===== config.mk =====
export PLATFORM = sky130hd
export DESIGN_NAME = multicycle_ctrl_flat
export DESIGN_NICKNAME = d
export VERILOG_FILES = /design/src/rtl/multicycle_ctrl_if.sv /design/src/rtl/multicycle_ctrl.sv /design/src/flat_wrapper.sv
export SDC_FILE = /design/constraint.sdc
export NUM_CORES = 1
export LEC_CHECK = 0
export ABC_AREA = 1
export BUFFER_PORTS_ARGS = -buffer_cell sky130_fd_sc_hd__buf_4
export CORE_MARGIN = 2
export CORE_UTILIZATION = 40
export CTS_CLUSTER_DIAMETER = 40
export DETAILED_ROUTE_END_ITERATION = 6
export HOLD_SLACK_MARGIN = 0.03
export PLACE_DENSITY = 0.63
export SYNTH_ARGS = -nofsm -noshare
export SYNTH_HDL_FRONTEND = slang
export SYNTH_SLANG_ARGS = --single-unit
export TNS_END_PERCENT = 10

===== constraint.sdc =====
create_clock -name clk -period 1.9 [get_ports clk]
set_clock_uncertainty 0.2 [all_clocks]
set_input_delay 0.19 -clock clk [delete_from_list [all_inputs] [get_ports clk]]
set_output_delay 0.19 -clock clk [all_outputs]
set_load 0.03 [all_outputs]

===== src/rtl/multicycle_ctrl_if.sv =====
// multicycle_ctrl_if: the bundle between the multicycle controller and the
// MIPS datapath.
//   opcode, mem_ready              : datapath -> controller (IR[31:26], memory done)
//   PCWrite .. PCSource, illegal_op: controller -> datapath mux selects / enables
//   retired                        : controller -> observer, instructions completed
//   trap_vector                    : controller -> datapath, PCSource=11 mux leg
// Modports: master = controller side, slave = datapath side.
interface multicycle_ctrl_if;
    logic [5:0]  opcode;
    logic        mem_ready;
    logic        PCWrite;
    logic        PCWriteCond;
    logic        IorD;
    logic        MemRead;
    logic        MemWrite;
    logic        IRWrite;
    logic        MemtoReg;
    logic        RegDst;
    logic        RegWrite;
    logic        ALUSrcA;
    logic [1:0]  ALUSrcB;
    logic [1:0]  ALUOp;
    logic [1:0]  PCSource;
    logic        illegal_op;
    logic [31:0] retired;
    logic [31:0] trap_vector;

    modport master (
        input  opcode, mem_ready,
        output PCWrite, PCWriteCond, IorD, MemRead, MemWrite, IRWrite,
               MemtoReg, RegDst, RegWrite, ALUSrcA, ALUSrcB, ALUOp,
               PCSource, illegal_op, retired, trap_vector
    );

    modport slave (
        output opcode, mem_ready,
        input  PCWrite, PCWriteCond, IorD, MemRead, MemWrite, IRWrite,
               MemtoReg, RegDst, RegWrite, ALUSrcA, ALUSrcB, ALUOp,
               PCSource, illegal_op, retired, trap_vector
    );
endinterface


===== src/rtl/multicycle_ctrl.sv =====
// multicycle_ctrl: multicycle sequencing controller for the MIPS datapath.
// Steps each instruction through fetch / decode / execute / memory / writeback
// and stalls on mem_ready in FETCH, MEMREAD and MEMWRITE.
// Ports:
//   clk  : clock, rising edge
//   rst  : asynchronous active-low reset
//   bus  : multicycle_ctrl_if.master (opcode, mem_ready in; control word,
//          illegal_op, retired, trap_vector out)
// Parameter TRAP_VECTOR: PC target for illegal opcodes, exported on
// bus.trap_vector for the datapath's PCSource=11 mux leg.
// Optional feature macro: MCTRL_TRAP_EN -- when defined, undefined opcodes
// enter a TRAP state (PC <- TRAP_VECTOR, illegal_op pulse, counted as retired);
// when undefined they fall back to FETCH as an uncounted 2-cycle NOP.
module multicycle_ctrl #(
    parameter logic [31:0] TRAP_VECTOR = 32'h0000_0080
) (
    input  logic              clk,
    input  logic              rst,
    multicycle_ctrl_if.master bus
);

`ifdef MCTRL_TRAP_EN
    typedef enum logic [3:0] {
        FETCH = 4'd0, DECODE = 4'd1, MEMADDR = 4'd2, MEMREAD = 4'd3,
        MEMWB = 4'd4, MEMWRITE = 4'd5, EXEC = 4'd6, RWB = 4'd7,
        BRANCH = 4'd8, JUMP = 4'd9, IEXEC = 4'd10, IWB = 4'd11,
        TRAP = 4'd12
    } state_t;
`else
    typedef enum logic [3:0] {
        FETCH = 4'd0, DECODE = 4'd1, MEMADDR = 4'd2, MEMREAD = 4'd3,
        MEMWB = 4'd4, MEMWRITE = 4'd5, EXEC = 4'd6, RWB = 4'd7,
        BRANCH = 4'd8, JUMP = 4'd9, IEXEC = 4'd10, IWB = 4'd11
    } state_t;
`endif

    typedef struct packed {
        logic       pc_write;
        logic       pc_write_cond;
        logic       iord;
        logic       mem_read;
        logic       mem_write;
        logic       ir_write;
        logic       mem_to_reg;
        logic       reg_dst;
        logic       reg_write;
        logic       alu_src_a;
        logic [1:0] alu_src_b;
        logic [1:0] alu_op;
        logic [1:0] pc_source;
        logic       illegal;
    } ctrl_t;

    localparam logic [5:0] OP_RTYPE = 6'h00;
    localparam logic [5:0] OP_LW    = 6'h23;
    localparam logic [5:0] OP_SW    = 6'h2B;
    localparam logic [5:0] OP_BEQ   = 6'h04;
    localparam logic [5:0] OP_J     = 6'h02;
    localparam logic [5:0] OP_ADDI  = 6'h08;

    state_t      state, next_state;
    logic        retire;       // this edge moves into FETCH from a final state
    logic [31:0] retired_q;
    ctrl_t       c, cg;

    always_ff @(posedge clk or negedge rst) begin
        if (!rst) begin
            state     <= FETCH;
            retired_q <= '0;
        end else begin
            state <= next_state;
            if (retire)
                retired_q <= retired_q + 32'd1;   // wraps naturally
        end
    end

    always_comb begin
        c          = '0;
        next_state = FETCH;
        retire     = 1'b0;
        case (state)
            FETCH: begin
                c.mem_read  = 1'b1;
                c.alu_src_b = 2'b01;
                // PC+4 and IR load only on the cycle the word arrives
                c.ir_write  = bus.mem_ready;
                c.pc_write  = bus.mem_ready;
                next_state  = bus.mem_ready ? DECODE : FETCH;
            end
            DECODE: begin
                c.alu_src_b = 2'b11;   // branch target precompute
                case (bus.opcode)
                    OP_RTYPE:    next_state = EXEC;
                    OP_LW, OP_SW: next_state = MEMADDR;
                    OP_BEQ:      next_state = BRANCH;
                    OP_J:        next_state = JUMP;
                    OP_ADDI:     next_state = IEXEC;
`ifdef MCTRL_TRAP_EN
                    default:     next_state = TRAP;
`else
                    default:     next_state = FETCH;   // uncounted NOP
`endif
                endcase
            end
            MEMADDR: begin
                c.alu_src_a = 1'b1;
                c.alu_src_b = 2'b10;
                // IR is stable, so the opcode still tells lw from sw here
                next_state  = (bus.opcode == OP_SW) ? MEMWRITE : MEMREAD;
            end
            MEMREAD: begin
                c.mem_read = 1'b1;
                c.iord     = 1'b1;
                next_state = bus.mem_ready ? MEMWB : MEMREAD;
            end
            MEMWB: begin
                c.reg_write  = 1'b1;
                c.mem_to_reg = 1'b1;
                retire       = 1'b1;
            end
            MEMWRITE: begin
                c.mem_write = 1'b1;
                c.iord      = 1'b1;
                next_state  = bus.mem_ready ? FETCH : MEMWRITE;
                retire      = bus.mem_ready;
            end
            EXEC: begin
                c.alu_src_a = 1'b1;
                c.alu_op    = 2'b10;
                next_state  = RWB;
            end
            RWB: begin
                c.reg_write = 1'b1;
                c.reg_dst   = 1'b1;
                retire      = 1'b1;
            end
            BRANCH: begin
                c.alu_src_a     = 1'b1;
                c.alu_op        = 2'b01;
                c.pc_write_cond = 1'b1;
                c.pc_source     = 2'b01;
                retire          = 1'b1;
            end
            JUMP: begin
                c.pc_write  = 1'b1;
                c.pc_source = 2'b10;
                retire      = 1'b1;
            end
            IEXEC: begin
                c.alu_src_a = 1'b1;
                c.alu_src_b = 2'b10;
                next_state  = IWB;
            end
            IWB: begin
                c.reg_write = 1'b1;
                retire      = 1'b1;
            end
`ifdef MCTRL_TRAP_EN
            TRAP: begin
                c.pc_write  = 1'b1;
                c.pc_source = 2'b11;
                c.illegal   = 1'b1;
                retire      = 1'b1;
            end
`endif
            default: ;   // unused encodings: outputs 0, back to FETCH
        endcase
    end

    // every control output is forced low while reset is held
    assign cg = rst ? c : '0;

    assign bus.PCWrite     = cg.pc_write;
    assign bus.PCWriteCond = cg.pc_write_cond;
    assign bus.IorD        = cg.iord;
    assign bus.MemRead     = cg.mem_read;
    assign bus.MemWrite    = cg.mem_write;
    assign bus.IRWrite     = cg.ir_write;
    assign bus.MemtoReg    = cg.mem_to_reg;
    assign bus.RegDst      = cg.reg_dst;
    assign bus.RegWrite    = cg.reg_write;
    assign bus.ALUSrcA     = cg.alu_src_a;
    assign bus.ALUSrcB     = cg.alu_src_b;
    assign bus.ALUOp       = cg.alu_op;
    assign bus.PCSource    = cg.pc_source;
    assign bus.illegal_op  = cg.illegal;
    assign bus.retired     = retired_q;
    assign bus.trap_vector = TRAP_VECTOR;

endmodule


===== src/flat_wrapper.sv =====
// flat-port wrapper written by rule: the top's interface ports become plain ports
module multicycle_ctrl_flat 
#(
    parameter logic [31:0] TRAP_VECTOR = 32'h0000_0080
)
  (clk, rst, bus_opcode, bus_mem_ready, bus_PCWrite, bus_PCWriteCond, bus_IorD, bus_MemRead, bus_MemWrite, bus_IRWrite, bus_MemtoReg, bus_RegDst, bus_RegWrite, bus_ALUSrcA, bus_ALUSrcB, bus_ALUOp, bus_PCSource, bus_illegal_op, bus_retired, bus_trap_vector);
  multicycle_ctrl_if bus_i ();
  input  logic clk;
  input  logic rst;
  input wire logic [$bits(bus_i.opcode)-1:0] bus_opcode;
  input wire logic [$bits(bus_i.mem_ready)-1:0] bus_mem_ready;
  output wire logic [$bits(bus_i.PCWrite)-1:0] bus_PCWrite;
  output wire logic [$bits(bus_i.PCWriteCond)-1:0] bus_PCWriteCond;
  output wire logic [$bits(bus_i.IorD)-1:0] bus_IorD;
  output wire logic [$bits(bus_i.MemRead)-1:0] bus_MemRead;
  output wire logic [$bits(bus_i.MemWrite)-1:0] bus_MemWrite;
  output wire logic [$bits(bus_i.IRWrite)-1:0] bus_IRWrite;
  output wire logic [$bits(bus_i.MemtoReg)-1:0] bus_MemtoReg;
  output wire logic [$bits(bus_i.RegDst)-1:0] bus_RegDst;
  output wire logic [$bits(bus_i.RegWrite)-1:0] bus_RegWrite;
  output wire logic [$bits(bus_i.ALUSrcA)-1:0] bus_ALUSrcA;
  output wire logic [$bits(bus_i.ALUSrcB)-1:0] bus_ALUSrcB;
  output wire logic [$bits(bus_i.ALUOp)-1:0] bus_ALUOp;
  output wire logic [$bits(bus_i.PCSource)-1:0] bus_PCSource;
  output wire logic [$bits(bus_i.illegal_op)-1:0] bus_illegal_op;
  output wire logic [$bits(bus_i.retired)-1:0] bus_retired;
  output wire logic [$bits(bus_i.trap_vector)-1:0] bus_trap_vector;
  assign bus_i.opcode = bus_opcode;
  assign bus_i.mem_ready = bus_mem_ready;
  assign bus_PCWrite = bus_i.PCWrite;
  assign bus_PCWriteCond = bus_i.PCWriteCond;
  assign bus_IorD = bus_i.IorD;
  assign bus_MemRead = bus_i.MemRead;
  assign bus_MemWrite = bus_i.MemWrite;
  assign bus_IRWrite = bus_i.IRWrite;
  assign bus_MemtoReg = bus_i.MemtoReg;
  assign bus_RegDst = bus_i.RegDst;
  assign bus_RegWrite = bus_i.RegWrite;
  assign bus_ALUSrcA = bus_i.ALUSrcA;
  assign bus_ALUSrcB = bus_i.ALUSrcB;
  assign bus_ALUOp = bus_i.ALUOp;
  assign bus_PCSource = bus_i.PCSource;
  assign bus_illegal_op = bus_i.illegal_op;
  assign bus_retired = bus_i.retired;
  assign bus_trap_vector = bus_i.trap_vector;
  multicycle_ctrl #(.TRAP_VECTOR(TRAP_VECTOR)) u_core (.clk(clk), .rst(rst), .bus(bus_i));
endmodule

After elaboration in Yosys (flattened, before gate mapping)
Index checks and enable logic that the tools add are counted.
Word-level totals
  register bits: 36
  memories: 0
  word-level logic and storage cells: 49
  latch bits: 0
  bits in writable memories: 0
  input port bits: 9
  bits in read-only memories: 0
  output and inout port bits: 81
Operators by class
  bitwise logic cells: 0
  multipliers: 0
  div/mod/pow operators: 0
  $add $sub $neg: 1
  shifts and indexed selects: 0
  reduce and logical (&&, ||, !) cells: 9
  magnitude comparators: 0
  eq/ne operators: 16
  mux-type cells: 21
Operators by type and width (count)
  adder 32 x 1 -> 32 bit (second input constant): 1
  case mux 4 bit (7 select lines): 1
  case mux 4 bit (5 select lines): 1
  2-to-1 mux 17 bit: 1
  == test 4 x 3 -> 1 bit (second input constant): 4
  == test 4 bit (second input constant): 4
  == test 6 bit (second input constant): 2
  2-to-1 mux 1 bit: 10
  2-to-1 mux 3 bit: 3
  == test 4 x 2 -> 1 bit (second input constant): 2
  case mux 2 bit (2 select lines): 2
  OR reduction 2 bit: 4
  == test 6 x 2 -> 1 bit (second input constant): 1
  == test 6 x 3 -> 1 bit (second input constant): 1
  == test 6 x 4 -> 1 bit (second input constant): 1
  zero test 6 bit: 1
  case mux 2 bit (3 select lines): 1
  OR reduction 5 bit: 1
  == test 4 x 1 -> 1 bit (second input constant): 1
  zero test 4 bit: 1
  case mux 1 bit (2 select lines): 2
  OR reduction 4 bit: 1
  OR reduction 3 bit: 1

Depth between registers and ports, before layout
  word-level depth: 4
  gate-level depth with buffers: 10
  depth with buffers taken out: 10

Worst setup path before layout
OpenSTA, ideal clock, no wires.
  kind: register to output
  start point: reg u_core.state[2]
  end point: out bus_ALUOp[0]
  path slack: -0.162 ns
  required time: 1.510 ns
  arrival: 1.672 ns
  stages on the path, launching flop included: 5
  buffers on the path: 1
  path through: dfrtp_1 -> inv_1 -> nand2_1 -> nor3_1 -> buf_4
Between the ends
  cells in the longest elaborated chain, start to end: 3
  elaborated cells on any way between the ends: 4
  those cells by class: eq/ne: 2; mux: 2
RTL lines
  from (decl): line multicycle_ctrl.sv:61  | state_t state, next_state;
  from (signal assigned): line multicycle_ctrl.sv:71  | state <= next_state;
  == test 4 bit / == test 4 x 3 -> 1 bit (equally long branches): line multicycle_ctrl.sv:81  | case (state)
  case mux 2 bit (2 select lines) (*): line multicycle_ctrl.sv:81
  2-to-1 mux 17 bit (*): line multicycle_ctrl.sv:171  | assign cg = rst ? c : '0;
  to (decl): line flat_wrapper.sv:23  | output wire logic [$bits(bus_i.ALUOp)-1:0] bus_ALUOp;
Every way passes the cells marked *; elsewhere a longest branch is shown, timed or not.

Worst setup path in the final report
  start point: reg u_core.state[0]
  end point: out bus_ALUSrcB[1]
Between the ends
  cells in the longest elaborated chain, start to end: 4
  elaborated cells on any way between the ends: 7
  those cells by class: eq/ne: 3; mux: 2; reduce/logical: 2
RTL lines
  == test 4 x 2 -> 1 bit / == test 4 bit (equally long branches): line multicycle_ctrl.sv:81
  OR reduction 2 bit (no line)
  case mux 2 bit (3 select lines) (*): line multicycle_ctrl.sv:81
  2-to-1 mux 17 bit (*): line multicycle_ctrl.sv:171
  to (decl): line flat_wrapper.sv:22  | output wire logic [$bits(bus_i.ALUSrcB)-1:0] bus_ALUSrcB;
Marks and branches as above.

==> results.md <==
- The run finished with clean final reports.
- For this block, the via count after detailed routing is 2611.
- The clock tree from TritonCTS is done.
- The cell type of the slowest stage on the worst timing path is dfrtp_1.
- The floorplan step defined a die boundary enclosing between 7000 and 8000 µm².
- The post-detailed-route count of antenna-violating nets is 0.
- STA puts the critical path data required time at 1510 ps.
- Derived from the worst setup path, the maximum achievable clock frequency is approximately 530 MHz.
- The Yosys step of the flow raised 0 warnings.
- Cell internal power was estimated by the tool at ~1.5 mW.
- The post-layout minimum cycle time is 1870 ps.
- The slack of the critical path is ~27 ps.
- The net switching power is ~1.2 mW.
- Entering global routing, the biggest net connects 27 pins.
- The biggest cell delay along the critical path is 420 ps.
- The nature of the critical path startpoint is a register.
- IR analysis of the VDD net gives a maximum drop of approximately 0.28 mV.
- The most frequent standard cell in the layout excluding fill and tap cells is nand2_1.
- The H-tree was split into 2 levels.
- The synthesis-to-layout area growth is 22.0%.
- The number of antenna cells inserted is 0.
- Wires add up to 6430 µm.
- The largest fanout on the critical path is 5.
- Detailed placement finished with a half-perimeter wire length of 5060 µm.
- Overall power consumption after layout is estimated at 2.71 mW.
- After synthesis the cells add up to between 2000 and 3000 µm².
- The via density per instance is approximately 4.5.
- Port buffering added 56 buffers.
- The worst-skew pair later-pin latency is between 200 and 300 ps.
- The finished layout holds 582 standard cells, fillers aside.
- The clock buffer count from CTS is 5.
- The aggregate global-route resource usage is between 10% and 20%.
- The initial cell density of the core is about two fifths.
- The worst setup slack before clock tree synthesis is a little over 90 ps.
- The number of optimization iterations in the first detailed-route pass is 4.
- Together, buffers and inverters on the worst path number 3.
- The count of final hold-check violations came to 0.
- In this run switching power makes up ~43% of total power.
- The static power due to leakage is roughly 1.8 nW.
- The row count is 31.
- The share of synthesized area occupied by flip-flops and latches is between 30% and 40%.
- Synthesis produced a netlist whose cell count is about 420.
- The number of nets in the finished design is just under 500.
- Dividing the detail-routed wire length by the instance count gives around 11 µm.
- The filler cells instantiated in the layout total 710.
- The clock root buffer master is clkbuf_8.
- The share of post-route cells with drive strength above 1 is ~27%.
- The synthesized design contains 36 register bits.
- The arrival time at the worst endpoint is ~1500 ps.
- The combinational cell fraction of total power is a little over two fifths.
- The worst-case headroom to the max-slew limit is 54.3%.
- The ratio of final minimum period to clock period is between 90% and 100%.
- The final max-slew violation count was 0.
- The first routing iteration left 55 violations.
- At the end of routability-driven placement, the weighted congestion stood at roughly 0.87.
- After synthesis, the mean cell area works out to slightly below 7 µm².
- The class of the most critical hold timing path is in -> reg.
- The die extent in y is 89.2 µm.
- Setup repair after global routing could not meet its margin everywhere.
- The global-route wire length before repair is between 10000 and 15000 µm.
- Among cell families on the critical path, the largest total delay comes from flip-flops.
- The number of placed I/O pins is 90.
- In this run the power density over the cells is ~770 nW/µm².
- The initial antenna violation count is 0.
- The clock transition at the registers of the reported paths is 80 ps.
- The number of unique standard cell types used by synthesis is 29.
- The floorplan step defined a core boundary enclosing 7140 µm².
- The floorplan step set the die width to about 90 µm.
- After detailed routing, the number of remaining DRC violations is 0.
- Traced cell by cell, the critical path runs through inv_2, nand2_2, nor2_4, inv_1, a31oi_1, buf_4.
- The final number of setup-violating endpoints is 0.
- The via count of the first global-routing pass is approximately 2400.
- The critical path in this run is classified as reg -> out.
- The number of placed instances, taps included is between 500 and 600.
- The remaining global-route overflow is 0.
- The kind of capture point of the worst setup path is an output pin.
- The part of the total power dissipated in sequential elements is 35.2%.
- The clock network burns a little over a fifth of the power.
- At the pin with the least slew margin, the transition time is roughly 680 ps.
- The count of max-cap constraint violations is 0.
- The tree built by TritonCTS fans out to 36 sinks.
- The top cell types in the final layout, fill and taps aside, are 135 x nand2_1, 58 x buf_4, 50 x nor2_1.
- The maximum number of buffers from clock root to sink is 2.
==> per-stage QoR <==
step                      util [%]  setup TNS [ps]  hold WS, ps  instance area, µm²
after floorplan                  -               0         -306                3030
after global placement        46.4               0         -134                3310
after detailed placement      46.4               0         -134                3310
after CTS                     48.5           -2.34         30.3                3460
after global routing          49.6            -242         36.3                3540
final                         49.6               0         25.2                3540
==> sequential cells by signal, indices dropped and copies added (netlist names) <==
| register | flops |
|---|---|
| u_core.bus.retired | 32 |
| u_core.state | 4 |
==> logic make-up (layout without fill, tap and decap cells) <==
logic type               after synthesis  after routing  synth area share (%)
other                                  2             33                 0.259
AND/OR/NAND/NOR                      262            262                  41.1
AO/OA/AOI/OAI                         13             13                  2.59
adder cells (fa/ha/maj)                1              1                 0.431
buffers and inverters                 89            122                  17.2
XOR/XNOR                              16             16                  7.41
flip-flops                            36             36                  31.0
==> timing repair <==
item / in CTS / in global routing
hold buffers: 3 / 0
buffers inserted: 0 / 2
gates resized for setup: 11 / 21
endpoints found under the setup margin: 5 / 14
pin swaps: 2 / 4
endpoints found under the hold margin: 38 / 0
==> metal layers <==
metal  up-vias  part of all wire [%]  GRT usage, %
met1      1188                    47          23.1
met5         -                     0             0
li1       1352                     -             -
met3         9                   4.5          3.14
met2        62                    48          28.6
met4         0                   1.1          3.66
==> layout make-up <==
class / instances / area (µm²) / area share (%)
multi-input combinational: 325 / 1710 / 48.3
sequential: 36 / 903 / 25.5
timing repair buffer: 65 / 528 / 14.9
inverter: 49 / 184 / 5.19
tap: 99 / 124 / 3.50
clock buffer: 7 / 86.3 / 2.44
clock inverter: 1 / 7.51 / 0.212
==> cells in the mapped netlist <==
| cell type | n | area share (%) |
|---|---|---|
| nand3_1 | 24 | 4.1 |
| nand2_1 | 137 | 18 |
| o22ai_1 | 1 | 0.22 |
| nor2_2 | 5 | 1.1 |
| inv_2 | 2 | 0.26 |
| xnor2_2 | 10 | 5.6 |
| buf_6 | 2 | 0.78 |
| buf_4 | 36 | 9.3 |
| a31oi_1 | 1 | 0.22 |
| clkbuf_1 | 1 | 0.13 |
| nand3_2 | 1 | 0.34 |
| o31ai_1 | 1 | 0.26 |
| a211oi_1 | 2 | 0.52 |
| dfrtp_1 | 36 | 31 |
| nor2_4 | 4 | 1.6 |
| buf_12 | 1 | 0.69 |
| o21ai_0 | 4 | 0.69 |
| a21oi_1 | 4 | 0.69 |
| nor2_1 | 59 | 7.6 |
| xnor2_1 | 1 | 0.30 |
| nand3b_1 | 1 | 0.26 |
| ha_1 | 1 | 0.43 |
| nor3_1 | 5 | 0.86 |
| nand2_4 | 11 | 4.3 |
| nand2_2 | 5 | 1.1 |
| inv_1 | 47 | 6.1 |
| xor2_1 | 5 | 1.5 |
| nand4_1 | 10 | 2.2 |
| conb_1 | 2 | 0.26 |
==> power groups by stage <==
stage | registers, mW | logic, mW | clock network [mW]
floorplan | 1.04 | 0.717 | 0
global placement | 0.955 | 1.06 | 0
detailed placement | 0.960 | 1.06 | 0
CTS | 0.951 | 1.10 | 0.595
global route | 0.965 | 1.28 | 0.631
finish | 0.955 | 1.18 | 0.582
==> worst register-to-register path: stages (launching register included) <==
cell	delay, ps
dfrtp_1	420
ha_2	220
inv_1	80
nor2_4	190
nand3_4	140
nor2_4	210
nand3_1	100
nand2_1	60
nand2_1	50
==> worst paths after layout <==
| path | from | endpoint | slack [ps] | depth (start not counted) |
|---|---|---|---|---|
| hold / removal | bus_opcode[1] | u_core.state[2]$_DFF_PN0_ | 30 | 4 |
| min in group asynchronous | rst | u_core.bus.retired[27]$_DFFE_PN0P_ | 300 | 2 |
| max in group asynchronous | rst | u_core.bus.retired[16]$_DFFE_PN0P_ | 450 | 3 |
| setup reg to reg | u_core.bus.retired[0]$_DFFE_PN0P_ | u_core.bus.retired[20]$_DFFE_PN0P_ | 140 | 8 |
| hold reg to reg | u_core.bus.retired[3]$_DFFE_PN0P_ | u_core.bus.retired[3]$_DFFE_PN0P_ | 330 | 1 |
| setup / recovery | u_core.state[0]$_DFF_PN0_ | bus_ALUSrcB[1] | 30 | 6 |
No activity file was read; power rests on OpenSTA's default activity.
